### src/rtl/div_result_bcd_pkg.sv
// Shared types and helpers for the divider-result BCD converter.
// The state encoding and the digit-count rule live here.
package div_result_bcd_pkg;

    typedef enum logic {
        IDLE = 1'b0,
        CONV = 1'b1
    } state_t;

    // Smallest digit count d with 10^d > 2^w - 1.
    function automatic int min_digits(input int w);
        longint lim;
        longint maxv;
        int     d;
        lim  = 1;
        maxv = (longint'(1) << w) - 1;
        d    = 0;
        while (lim <= maxv) begin
            lim = lim * 10;
            d   = d + 1;
        end
        return d;
    endfunction

endpackage

### src/rtl/div_result_bcd_step.sv
// One double-dabble step: add-3 correction on every digit >= 5,
// then shift the whole accumulator left by one bit.
module bcd_dd_step #(
    parameter int digits = 2
) (
    input  logic [4*digits-1:0] i_acc,
    input  logic                i_bit,
    output logic [4*digits-1:0] o_acc
);

    logic [4*digits-1:0] w_corr;

    for (genvar k = 0; k < digits; k++) begin : g_dig
        assign w_corr[4*k +: 4] = (i_acc[4*k +: 4] >= 4'd5) ? i_acc[4*k +: 4] + 4'd3
                                                            : i_acc[4*k +: 4];
    end

    assign o_acc = {w_corr[4*digits-2:0], i_bit};

endmodule

### src/rtl/div_result_bcd.sv
// Captures the divider's quotient/remainder on the rising edge of div_done
// and converts both to sign + BCD serially, one bit per clock.
module div_result_bcd
    import div_result_bcd_pkg::*;
#(
    parameter int width  = 6,
    parameter int digits = 2
) (
    input  logic                clk,
    input  logic                rst,
    input  logic                sign,
    input  logic                div_done,
    input  logic [width-1:0]    q,
    input  logic [width-1:0]    r,
    output logic [4*digits-1:0] q_bcd,
    output logic [4*digits-1:0] r_bcd,
    output logic                q_neg,
    output logic                r_neg,
    output logic                busy,
    output logic                valid
);

    localparam int BW = 4 * digits;
    localparam int CW = $clog2(width + 1);
    localparam logic [CW-1:0] LAST = CW'(width - 1);

    state_t          r_state;
    logic [CW-1:0]   r_cnt;
    logic            r_done_d;
    logic [width-1:0] r_q_mag, r_r_mag;
    logic [BW-1:0]   r_q_acc, r_r_acc;
    logic            r_q_neg_l, r_r_neg_l;
    logic [BW-1:0]   r_q_bcd, r_r_bcd;
    logic            r_q_neg, r_r_neg, r_busy, r_valid;

    logic            w_start;
    logic            w_q_neg_in, w_r_neg_in;
    logic [width-1:0] w_q_mag_in, w_r_mag_in;
    logic [BW-1:0]   w_q_nxt, w_r_nxt;

    assign w_start    = div_done & ~r_done_d;
    assign w_q_neg_in = sign & q[width-1];
    assign w_r_neg_in = sign & r[width-1];
    // The most negative value negates to itself, which reads correctly as unsigned.
    assign w_q_mag_in = w_q_neg_in ? (~q + 1'b1) : q;
    assign w_r_mag_in = w_r_neg_in ? (~r + 1'b1) : r;

    bcd_dd_step #(.digits(digits)) u_q_step (
        .i_acc (r_q_acc),
        .i_bit (r_q_mag[width-1]),
        .o_acc (w_q_nxt)
    );

    bcd_dd_step #(.digits(digits)) u_r_step (
        .i_acc (r_r_acc),
        .i_bit (r_r_mag[width-1]),
        .o_acc (w_r_nxt)
    );

    always_ff @(posedge clk) begin
        if (rst) begin
            r_state   <= IDLE;
            r_cnt     <= '0;
            r_done_d  <= 1'b1;
            r_q_mag   <= '0;
            r_r_mag   <= '0;
            r_q_acc   <= '0;
            r_r_acc   <= '0;
            r_q_neg_l <= 1'b0;
            r_r_neg_l <= 1'b0;
            r_q_bcd   <= '0;
            r_r_bcd   <= '0;
            r_q_neg   <= 1'b0;
            r_r_neg   <= 1'b0;
            r_busy    <= 1'b0;
            r_valid   <= 1'b0;
        end else begin
            r_done_d <= div_done;
            case (r_state)
                IDLE: begin
                    if (w_start) begin
                        r_q_mag   <= w_q_mag_in;
                        r_r_mag   <= w_r_mag_in;
                        r_q_neg_l <= w_q_neg_in;
                        r_r_neg_l <= w_r_neg_in;
                        r_q_acc   <= '0;
                        r_r_acc   <= '0;
                        r_cnt     <= '0;
                        r_busy    <= 1'b1;
                        r_state   <= CONV;
                    end
                end
                CONV: begin
                    r_q_acc <= w_q_nxt;
                    r_r_acc <= w_r_nxt;
                    r_q_mag <= r_q_mag << 1;
                    r_r_mag <= r_r_mag << 1;
                    r_cnt   <= r_cnt + 1'b1;
                    if (r_cnt == LAST) begin
                        r_q_bcd <= w_q_nxt;
                        r_r_bcd <= w_r_nxt;
                        r_q_neg <= r_q_neg_l;
                        r_r_neg <= r_r_neg_l;
                        r_valid <= 1'b1;
                        r_busy  <= 1'b0;
                        r_cnt   <= '0;
                        r_state <= IDLE;
                    end
                end
                default: r_state <= IDLE;
            endcase
        end
    end

    assign q_bcd = r_q_bcd;
    assign r_bcd = r_r_bcd;
    assign q_neg = r_q_neg;
    assign r_neg = r_r_neg;
    assign busy  = r_busy;
    assign valid = r_valid;

endmodule

### config.mk
export PLATFORM = sky130hd
export DESIGN_NAME = div_result_bcd
export DESIGN_NICKNAME = d
export VERILOG_FILES = /design/src/rtl/div_result_bcd_pkg.sv /design/src/rtl/div_result_bcd_step.sv /design/src/rtl/div_result_bcd.sv
export SDC_FILE = /design/constraint.sdc
export NUM_CORES = 1
export LEC_CHECK = 0
export ABC_CLOCK_PERIOD_IN_PS = 3300
export BUFFER_PORTS_ARGS = -buffer_cell sky130_fd_sc_hd__buf_2
export CORE_MARGIN = 5
export CORE_UTILIZATION = 45
export DETAILED_ROUTE_END_ITERATION = 8
export GPL_ROUTABILITY_DRIVEN = 0
export SYNTH_ARGS = -nofsm -noshare
export SYNTH_HDL_FRONTEND = slang
export SYNTH_SLANG_ARGS = --single-unit
export TNS_END_PERCENT = 100
### constraint.sdc
create_clock -name clk -period 3.3 [get_ports clk]
set_input_delay 0.495 -clock clk [delete_from_list [all_inputs] [get_ports clk]]
set_output_delay 0.495 -clock clk [all_outputs]
set_load 0.05 [all_outputs]
Word-level counts from Yosys, hierarchy flattened

Index checks and enable logic that the tools add are counted.

Add/subtract/negate cells: 7
Multipliers: 0
Div/mod/pow operators: 0
$lt $le $gt $ge: 4
Equal/unequal tests: 3
Shifts and indexed selects: 0
Muxes and demuxes: 22
Bitwise gates (word level): 7
Reduce and logical (&&, ||, !) cells: 3

Operator list:

| operator              | number |
|---|---|
| $pmux W8 S2           | 2 |
| $mux W6               | 4 |
| $pmux W6 S2           | 2 |
| $ge A4 B3 Y1 const B  | 4 |
| $add A6 B1 Y6 const B | 2 |
| $mux W3               | 4 |
| $not A6 Y6            | 2 |
| $add A4 B2 Y4 const B | 2 |
| $mux W4               | 2 |
| $mux W8               | 1 |
| $add A3 B2 Y3 const B | 2 |
| $pmux W3 S2           | 1 |
| $reduce_and A2 Y1     | 3 |
| $mux W1               | 4 |
| $pmux W1 S2           | 2 |
| $add A3 B1 Y3 const B | 1 |
| $and A1 B1 Y1         | 3 |
| $eq A3 B3 Y1 const B  | 1 |
| $ne A2 B1 Y1 const B  | 1 |
| $ne A2 B2 Y1 const B  | 1 |
| $not A1 Y1            | 2 |

Bits in registers: 55
Latch bits: 0
Memory bits (writable): 0
Memory bits (read-only): 0
Input port bits: 16
Output and inout bits: 20
Word-level logic and storage cells: 61
Memories kept: 0

Depth between registers and ports, before layout

Gate-level depths: netlist (run 1).

Depth after elaboration: 5
Gate-level depth with buffers: 6
Depth with buffers taken out: 6

Hierarchy

From an unflattened synthesis (run 1), not the netlist that was laid out.

Cell total of the unflattened synthesis: 342
Area, all modules: 2710.1 µm²

By module, submodules not included:

| module         | instances | cells each | area an instance (µm²) | seq. area each (µm²) |
|---|---|---|---|---|
| div_result_bcd | 1         | 284        | 2329.7                 | 1101.1 |
| bcd_dd_step    | 2         | 29         | 190.2                  | 0.0 |

Worst setup path after synthesis (run 1)

Ideal clock, no wire load.

Path kind: input -> register
From: input port r[0]
To: register r_r_mag[1]
Setup time: 0.127 ns
Arrival time: 1.242 ns
Data required time: 3.173 ns
Setup slack: 1.930 ns
Stages: 5
Path buffers: 0
Cells stage by stage: inv_1 > ha_1 > and3_1 > a211oi_1 > o32ai_1

Cells in the longest elaborated chain, start to end: 5

Ends and longest elaborated chain:

| element              | line                 | RTL |
|---|---|---|
| start, declared      | div_result_bcd.sv:14 | `input logic [width-1:0] r,` |
| $not A6 Y6           | div_result_bcd.sv:46 | `assign w_r_mag_in = w_r_neg_in ? (~r + 1'b1) : r;` |
| $add A6 B1 Y6        | div_result_bcd.sv:46 |  |
| $mux W6              | div_result_bcd.sv:46 |  |
| $mux W6              | div_result_bcd.sv:81 | `if (w_start) begin` |
| $pmux W6 S2          | div_result_bcd.sv:79 | `case (r_state)` |
| end signal, assigned | div_result_bcd.sv:83 | `r_r_mag <= w_r_mag_in;` |
| end signal, assigned | div_result_bcd.sv:97 | `r_r_mag <= r_r_mag << 1;` |
| end, declared        | div_result_bcd.sv:30 | `logic [width-1:0] r_q_mag, r_r_mag;` |

Every way passes these cells. The select of a mux whose other input is x is not followed.
A chain may end at the register's enable or synchronous reset.

Worst setup path in the final report (run 1)

From: register r_cnt[0]
To: register r_q_bcd[2] (netlist: q_bcd[2])

Cells in the longest elaborated chain, start to end: 2

Ends and longest elaborated chain:

| element                     | line                  | RTL |
|---|---|---|
| start, declared             | div_result_bcd.sv:28  | `logic [CW-1:0] r_cnt;` |
| start signal, assigned      | div_result_bcd.sv:98  | `r_cnt <= r_cnt + 1'b1;` |
| $eq A3 B3 Y1                | div_result_bcd.sv:99  | `if (r_cnt == LAST) begin` |
| $reduce_and A2 Y1 (no line) | n/a                   |  |
| end signal, assigned        | div_result_bcd.sv:100 | `r_q_bcd <= w_q_nxt;` |
| end, declared               | div_result_bcd.sv:33  | `logic [BW-1:0] r_q_bcd, r_r_bcd;` |

Every way passes these cells.

==> results of run 1 <==
[Yosys cell counts, types with 2 or more instances]
library cell,n,area share
o32ai_1,4,0.013
nor2_1,12,0.017
clkbuf_1,2,0.0029
dfxtp_1,55,0.42
buf_4,3,0.0087
mux2i_1,4,0.015
or2_1,2,0.0048
a211oi_1,2,0.0058
nand4b_1,2,0.0067
nor2b_1,8,0.019
xnor2_1,8,0.027
and3_1,2,0.0048
o221ai_2,2,0.012
o311ai_1,2,0.0067
a22o_1,20,0.067
xor2_1,2,0.0067
o21ai_2,2,0.0067
nand2b_1,6,0.014
nand2_1,24,0.035
o21ai_0,2,0.0038
a22oi_1,4,0.012
nand3b_1,2,0.0058
inv_1,13,0.019
or4b_1,2,0.0077
ha_1,10,0.048
buf_6,4,0.017
or3_1,2,0.0048
o21ai_1,18,0.035
a21oi_2,4,0.013
a21oi_1,22,0.042
o22ai_2,2,0.0096
nor3b_1,10,0.029
buf_2,5,0.0096
nand3_1,8,0.015
nor2_4,2,0.0087
or4_1,2,0.0058
[worst register-to-register path: stages, from the launching register on]
cell	delay, ns
dfxtp_1	0.41
nand4b_1	0.25
nor2_1	0.79
a22o_1	0.25
[how the worst max path moves through the flow]
stage	startpoint	endpoint	cells after the start
2_1_floorplan	r[0]	r_r_mag[1]	5
3_3_place_gp	rst	r_r_acc[2]	4
3_5_place_dp	div_done	r_r_acc[1]	4
4_1_cts	r_cnt[0]	q_bcd[2]	3
5_1_grt	r_cnt[0]	r_neg	3
6_report	r_cnt[0]	q_bcd[2]	3
[cell type report]
class,instances,area [sq um],share of cell area
tap,72,90.1,0.0317
multi-input combinational,196,1350,0.474
inverter,13,48.8,0.0172
clock buffer,6,72.6,0.0255
timing repair buffer,36,183,0.0642
sequential,55,1100,0.387
[kinds of logic after synthesis]
| kind of cell | count (synthesis) | share of synthesized area |
|---|---|---|
| simple gates | 88 | 0.194 |
| compound gates | 84 | 0.227 |
| flops | 55 | 0.423 |
| buf+inv | 28 | 0.0587 |
| xor+xnor | 10 | 0.0337 |
| fa+ha+maj | 10 | 0.0481 |
| mux | 4 | 0.0154 |
[power groups by stage]
| stage | clock network, uW | registers, uW | logic (uW) |
|---|---|---|---|
| finish | 342 | 678 | 92.8 |
| global route | 385 | 680 | 104 |
| CTS | 357 | 678 | 94.1 |
| detailed placement | 0 | 694 | 94.0 |
| global placement | 0 | 694 | 92.6 |
| floorplan | 0 | 695 | 69.1 |
[per-stage QoR]
stage          worst slack, ns  hold WS (ns)  total power [uW]
2_1_floorplan             1.93         0.435               764
3_3_place_gp              1.38         0.430               787
3_5_place_dp              1.32         0.436               788
4_1_cts                   1.56         0.396              1130
5_1_grt                   1.38         0.420              1170
6_report                  1.55         0.409              1110
[registers in the layout, summed over array words and instances, names as in the netlist]
signal,count
r_done_d,1
busy,1
r_q_mag,6
r_neg,1
q_bcd,8
r_q_neg_l,1
r_r_neg_l,1
r_cnt,3
r_bcd,8
r_state,1
q_neg,1
r_q_acc,8
valid,1
r_r_mag,6
r_r_acc,8
[metal layers]
metal,GRT usage,wire length (um)
met4,0.0432,71
met3,0.0365,222
met1,0.194,2600
met2,0.248,2390
met5,0,0
==> summary.log, run 1 <==
qor: floorplanning.overall_die_width 86.1 um
qor: finish.fill_cells 561
qor: clock_network.cts_post_setup_buffers_inserted 0
qor: power_and_ir_drop.power_switching_share 0.238
qor: placed_design.placedCellCount 372
qor: grt.via_count_of_the_first_global_routing_pass 1885
qor: timing.grt_setup_unrepaired no
qor: floorplanning.initial_core_util 0.467
qor: power_and_ir_drop.internal_power 848 uW
qor: timing.period_needed 1.75 ns
qor: critical_path.r2r-end q_bcd[2]
qor: clock_network.clk_transition_reported_paths 0.09 ns
qor: clock_network.clock_tree.buffer_depth 2
qor: finish.nets 333
qor: critical_path.reg2reg_launch_point r_cnt[0]
qor: finish.final_cell_mix 55 x dfxtp_1, 35 x buf_2, 24 x nand2_1
qor: clock_network.cts_sinks 55
qor: drt.final_antenna_net_count 0
qor: critical_path.required 3.54 ns
qor: grt.overflow 0
qor: critical_path.crit_path_cells nand4b_1, nor2_1, a22o_1
qor: synthesis.syn-instance-count 279
qor: power_and_ir_drop.power.share.combinational 0.083
qor: placed_design.buffers_added_on_ports 35
qor: drt.remaining_drc_errors 0
qor: synthesis.postSynthAreaPerCell 9.33 sq um
qor: clock_network.cts_tree yes
qor: floorplanning.fp.dieArea 7400 sq um
qor: power_and_ir_drop.p_clk_frac 0.307
qor: grt.grt_pass1_wl 8980 um
qor: drt.detail_route.first_pass.iterations 4
qor: synthesis.ys_dominant_reg_cell dfxtp_1
qor: finish.layout.cell_area.non_filler 2840 sq um
qor: run_status.status completed
qor: critical_path.path_buf_inv 0
qor: synthesis.synth_seq_cells 55
qor: drt.detailedRoute.firstIterationViolations 137
qor: timing.fmaxAchievable 0.572 GHz
qor: finish.drive_gt1_frac 0.183
qor: min_path.holdPathStages 2
qor: synthesis.syn-cell-area 2600 sq um
qor: timing.final.period_utilization 0.530
qor: drt.avgRoutedWirePerCell 14.0 um
qor: grt.gr-usage-all-layers 0.150
qor: timing.tightest_slew 0.969 ns
qor: floorplanning.num_io_pins 36
qor: drt.via_count 2034
qor: synthesis.async_reset_ff_frac 0
qor: synthesis.synth_cell_types 41
qor: finish.layout.core_utilization 0.510
qor: placed_design.placed_area 2770 sq um
qor: clock_network.clock_latency 0.30 ns
qor: placed_design.hpwlAfterDp 3720 um
qor: clock_network.postCtsHoldBufs 0
qor: timing.timing_max_transition_violations_final 0
qor: clock_network.tritoncts.num_buffers 5
qor: critical_path.rr_worst_depth 3
qor: critical_path.rrSetupSlack 1.55 ns
qor: clock_network.cts_htree_levels 2
qor: floorplanning.design.core.area 5570 sq um
qor: finish.finish.cell_count_without_fillers 378
qor: min_path.worst_hold_path.endpoint r_done_d
qor: finish.antenna_cells 0
qor: power_and_ir_drop.share_seq_of_total_power 0.609
qor: clock_network.cts_resized 0
qor: power_and_ir_drop.power.density 391 nW/um^2
qor: synthesis.sequential_element_share_of_the_synthesized_area 0.423
qor: drt.drt_wl_total 5280 um
qor: critical_path.critPathSlowestCell nor2_1
qor: timing.hold_viol_final 0
qor: critical_path.crit_path_max_fanout 12
qor: clock_network.root_buffer_selected_by_cts clkbuf_8
qor: floorplanning.chipHeight 86.1 um
qor: timing.relative_slew_slack 0.353
qor: min_path.holdCritPathClass in2reg
qor: critical_path.worstSetupEndpointType flip-flop
qor: grt.grt_start_max_net_pins 39
qor: finish.area_growth_syn_to_layout 9.28%
qor: critical_path.crit_arrival 1.99 ns
qor: timing.worst_case_clock_skew 0.00657 ns
qor: timing.fin_setup_tns 0 ns
qor: timing.setup_viol 0
qor: min_path.worst_hold_startpoint div_done
qor: power_and_ir_drop.leakage 0.00111 uW
qor: finish.mostFrequentLayoutCell dfxtp_1
qor: synthesis.yosys_warnings 0
qor: power_and_ir_drop.power.switching 265 uW
qor: floorplanning.rows 27
qor: drt.via_cell_ratio 5.38
qor: synthesis.postSynthNetCount 305
qor: critical_path.type_of_the_worst_setup_path reg2reg
qor: grt.initial_antenna_violation_count 0
qor: critical_path.setup.worst_path.start_class flip-flop
qor: critical_path.timing.critical_path.max_delay_family simple AND/OR/NAND/NOR gates
qor: critical_path.crit_path_max_incr_delay 0.79 ns
qor: synthesis.synth-edff-count 0
qor: flow_run.maxCapViolCount 0
qor: power_and_ir_drop.worst_ir_drop_vdd 0.155 mV
Note: power is estimated with default switching activity, not from simulation.
==> run 2: changes to the inputs <==
Settings changed: ABC_CLOCK_PERIOD_IN_PS 3300 to 1650.
Clock period 3.3 ns to 1.65 ns, I/O delays scaled along.
==> run 2 against run 1 <==
Effect of this change:
- combinational power is 120% higher
- cell count grew 2.6%
- global-route usage about the same
- die area is the same
- critical path depth rose by 3
- clock power up 120%
- non-clock buffer count is 9 higher
- flip-flop and latch count stayed put
- routed wire length decreased by 0.66%
- clock-buffer cell count stayed put
- total power grew 110%
- largest power group unchanged
==> summary.log, run 2 (same netlist as run 1, synthesis figures left out) <==
qor: timing.setup_viol 0
qor: grt.via_count_of_the_first_global_routing_pass 1946
qor: floorplanning.chipHeight 86.1 um
qor: clock_network.clock_latency 0.30 ns
qor: timing.fmaxAchievable 0.674 GHz
qor: drt.final_antenna_net_count 0
qor: drt.via_cell_ratio 5.35
qor: grt.overflow 0
qor: power_and_ir_drop.leakage 0.00117 uW
qor: floorplanning.rows 27
qor: timing.timing_max_transition_violations_final 0
qor: run_status.status completed
qor: drt.avgRoutedWirePerCell 13.5 um
qor: finish.antenna_cells 0
qor: critical_path.type_of_the_worst_setup_path reg2reg
qor: finish.nets 342
qor: grt.gr-usage-all-layers 0.150
qor: clock_network.clock_tree.buffer_depth 2
qor: floorplanning.overall_die_width 86.1 um
qor: clock_network.cts_resized 0
qor: timing.relative_slew_slack 0.595
qor: power_and_ir_drop.power.density 782 nW/um^2
qor: critical_path.worstSetupEndpointType flip-flop
qor: drt.detail_route.first_pass.iterations 4
qor: min_path.holdCritPathClass in2reg
qor: grt.grt_start_max_net_pins 31
qor: grt.initial_antenna_violation_count 0
qor: clock_network.postCtsHoldBufs 0
qor: critical_path.crit_path_cells inv_1, ha_1, nand2b_1, a21oi_2, mux2i_1, a22o_1
qor: floorplanning.initial_core_util 0.467
qor: drt.via_count 2077
qor: timing.grt_setup_unrepaired no
qor: timing.hold_viol_final 0
qor: grt.grt_pass1_wl 8960 um
qor: clock_network.cts_post_setup_buffers_inserted 0
qor: floorplanning.design.core.area 5570 sq um
qor: placed_design.buffers_added_on_ports 35
qor: critical_path.crit_arrival 1.74 ns
qor: power_and_ir_drop.worst_ir_drop_vdd 0.486 mV
qor: clock_network.root_buffer_selected_by_cts clkbuf_8
qor: timing.period_needed 1.48 ns
qor: flow_run.maxCapViolCount 0
qor: timing.worst_case_clock_skew 0.00843 ns
qor: drt.remaining_drc_errors 0
qor: clock_network.cts_htree_levels 2
qor: drt.drt_wl_total 5250 um
qor: clock_network.cts_sinks 55
qor: floorplanning.num_io_pins 36
qor: timing.final.period_utilization 0.899
qor: critical_path.setup.worst_path.start_class flip-flop
qor: finish.mostFrequentLayoutCell dfxtp_1
qor: finish.area_growth_syn_to_layout 12.9%
qor: finish.fill_cells 562
qor: floorplanning.fp.dieArea 7400 sq um
qor: critical_path.crit_path_max_fanout 3
qor: drt.detailedRoute.firstIterationViolations 82
qor: critical_path.critPathSlowestCell dfxtp_1
qor: timing.timing.hold.ws 0.159 ns
qor: critical_path.required 1.90 ns
qor: placed_design.hpwlAfterDp 3770 um
qor: finish.final_cell_mix 55 x dfxtp_1, 35 x buf_2, 24 x nand2_1
qor: clock_network.tritoncts.num_buffers 5
qor: critical_path.crit_path_max_incr_delay 0.37 ns
qor: clock_network.clk_transition_reported_paths 0.09 ns
qor: finish.drive_gt1_frac 0.212
qor: timing.fin_setup_tns 0 ns
qor: timing.tightest_slew 0.606 ns
qor: clock_network.cts_tree yes
==> run 2: changes by cell type in the layout (fill, tap and decap cells not counted), sizes merged <==
cell,previous run,this run
clkinv,0,1
buf,36,45
==> run 2: per-layer routing <==
metal / GRT usage / vias up / part of all wire
met2: 0.245 / 36 / 0.47
met5: 0 / - / 0
met3: 0.0365 / 5 / 0.041
met1: 0.194 / 970 / 0.48
li1: - / 1066 / -
met4: 0.0475 / 0 / 0.011
==> run 2: final timing paths <==
path	startpoint	to	slack, ns	depth (start not counted)
max	r_r_acc[1]	r_r_acc[2]	0.17	6
min	div_done	r_done_d	0.16	2
max reg2reg	r_r_acc[1]	r_r_acc[2]	0.17	6
min reg2reg	busy	busy	0.44	2
==> run 2: final cells by class <==
cell class	instances	area [sq um]	area share
Multi-Input combinational cell	196	1350	0.459
Sequential cell	55	1100	0.375
Timing Repair Buffer	45	263	0.0894
Tap cell	72	90.1	0.0307
Clock buffer	6	82.6	0.0281
Inverter	13	48.8	0.0166
Clock inverter	1	5.00	0.00170
==> run 2: critical path, delay by kind of cell (launching register included) <==
| family | cells | cell delay (ns) |
|---|---|---|
| DFF | 1 | 0.37 |
| AOI/OAI and AO/OA | 2 | 0.36 |
| and+or+nand+nor | 1 | 0.16 |
| muxes | 1 | 0.28 |
| adders and majority gates | 1 | 0.17 |
| buffers and inverters | 1 | 0.08 |
==> run 2: through the flow <==
step           cells   util  area [sq um]  total power, uW  worst slack [ns]
2_1_floorplan    279      -          2600             1530             0.352
3_3_place_gp     381  0.512          2850             1590             0.220
3_5_place_dp     381  0.512          2850             1590             0.210
4_1_cts          388  0.527          2940             2340             0.172
5_1_grt          388  0.527          2940             2420           0.00611
6_report         388  0.527          2940             2300             0.166
==> run 2: power breakdown <==
part | switching [uW] | internal [uW]
Clock | 410 | 330
Sequential | 11.8 | 1350
Combinational | 122 | 79.2
Total | 544 | 1760
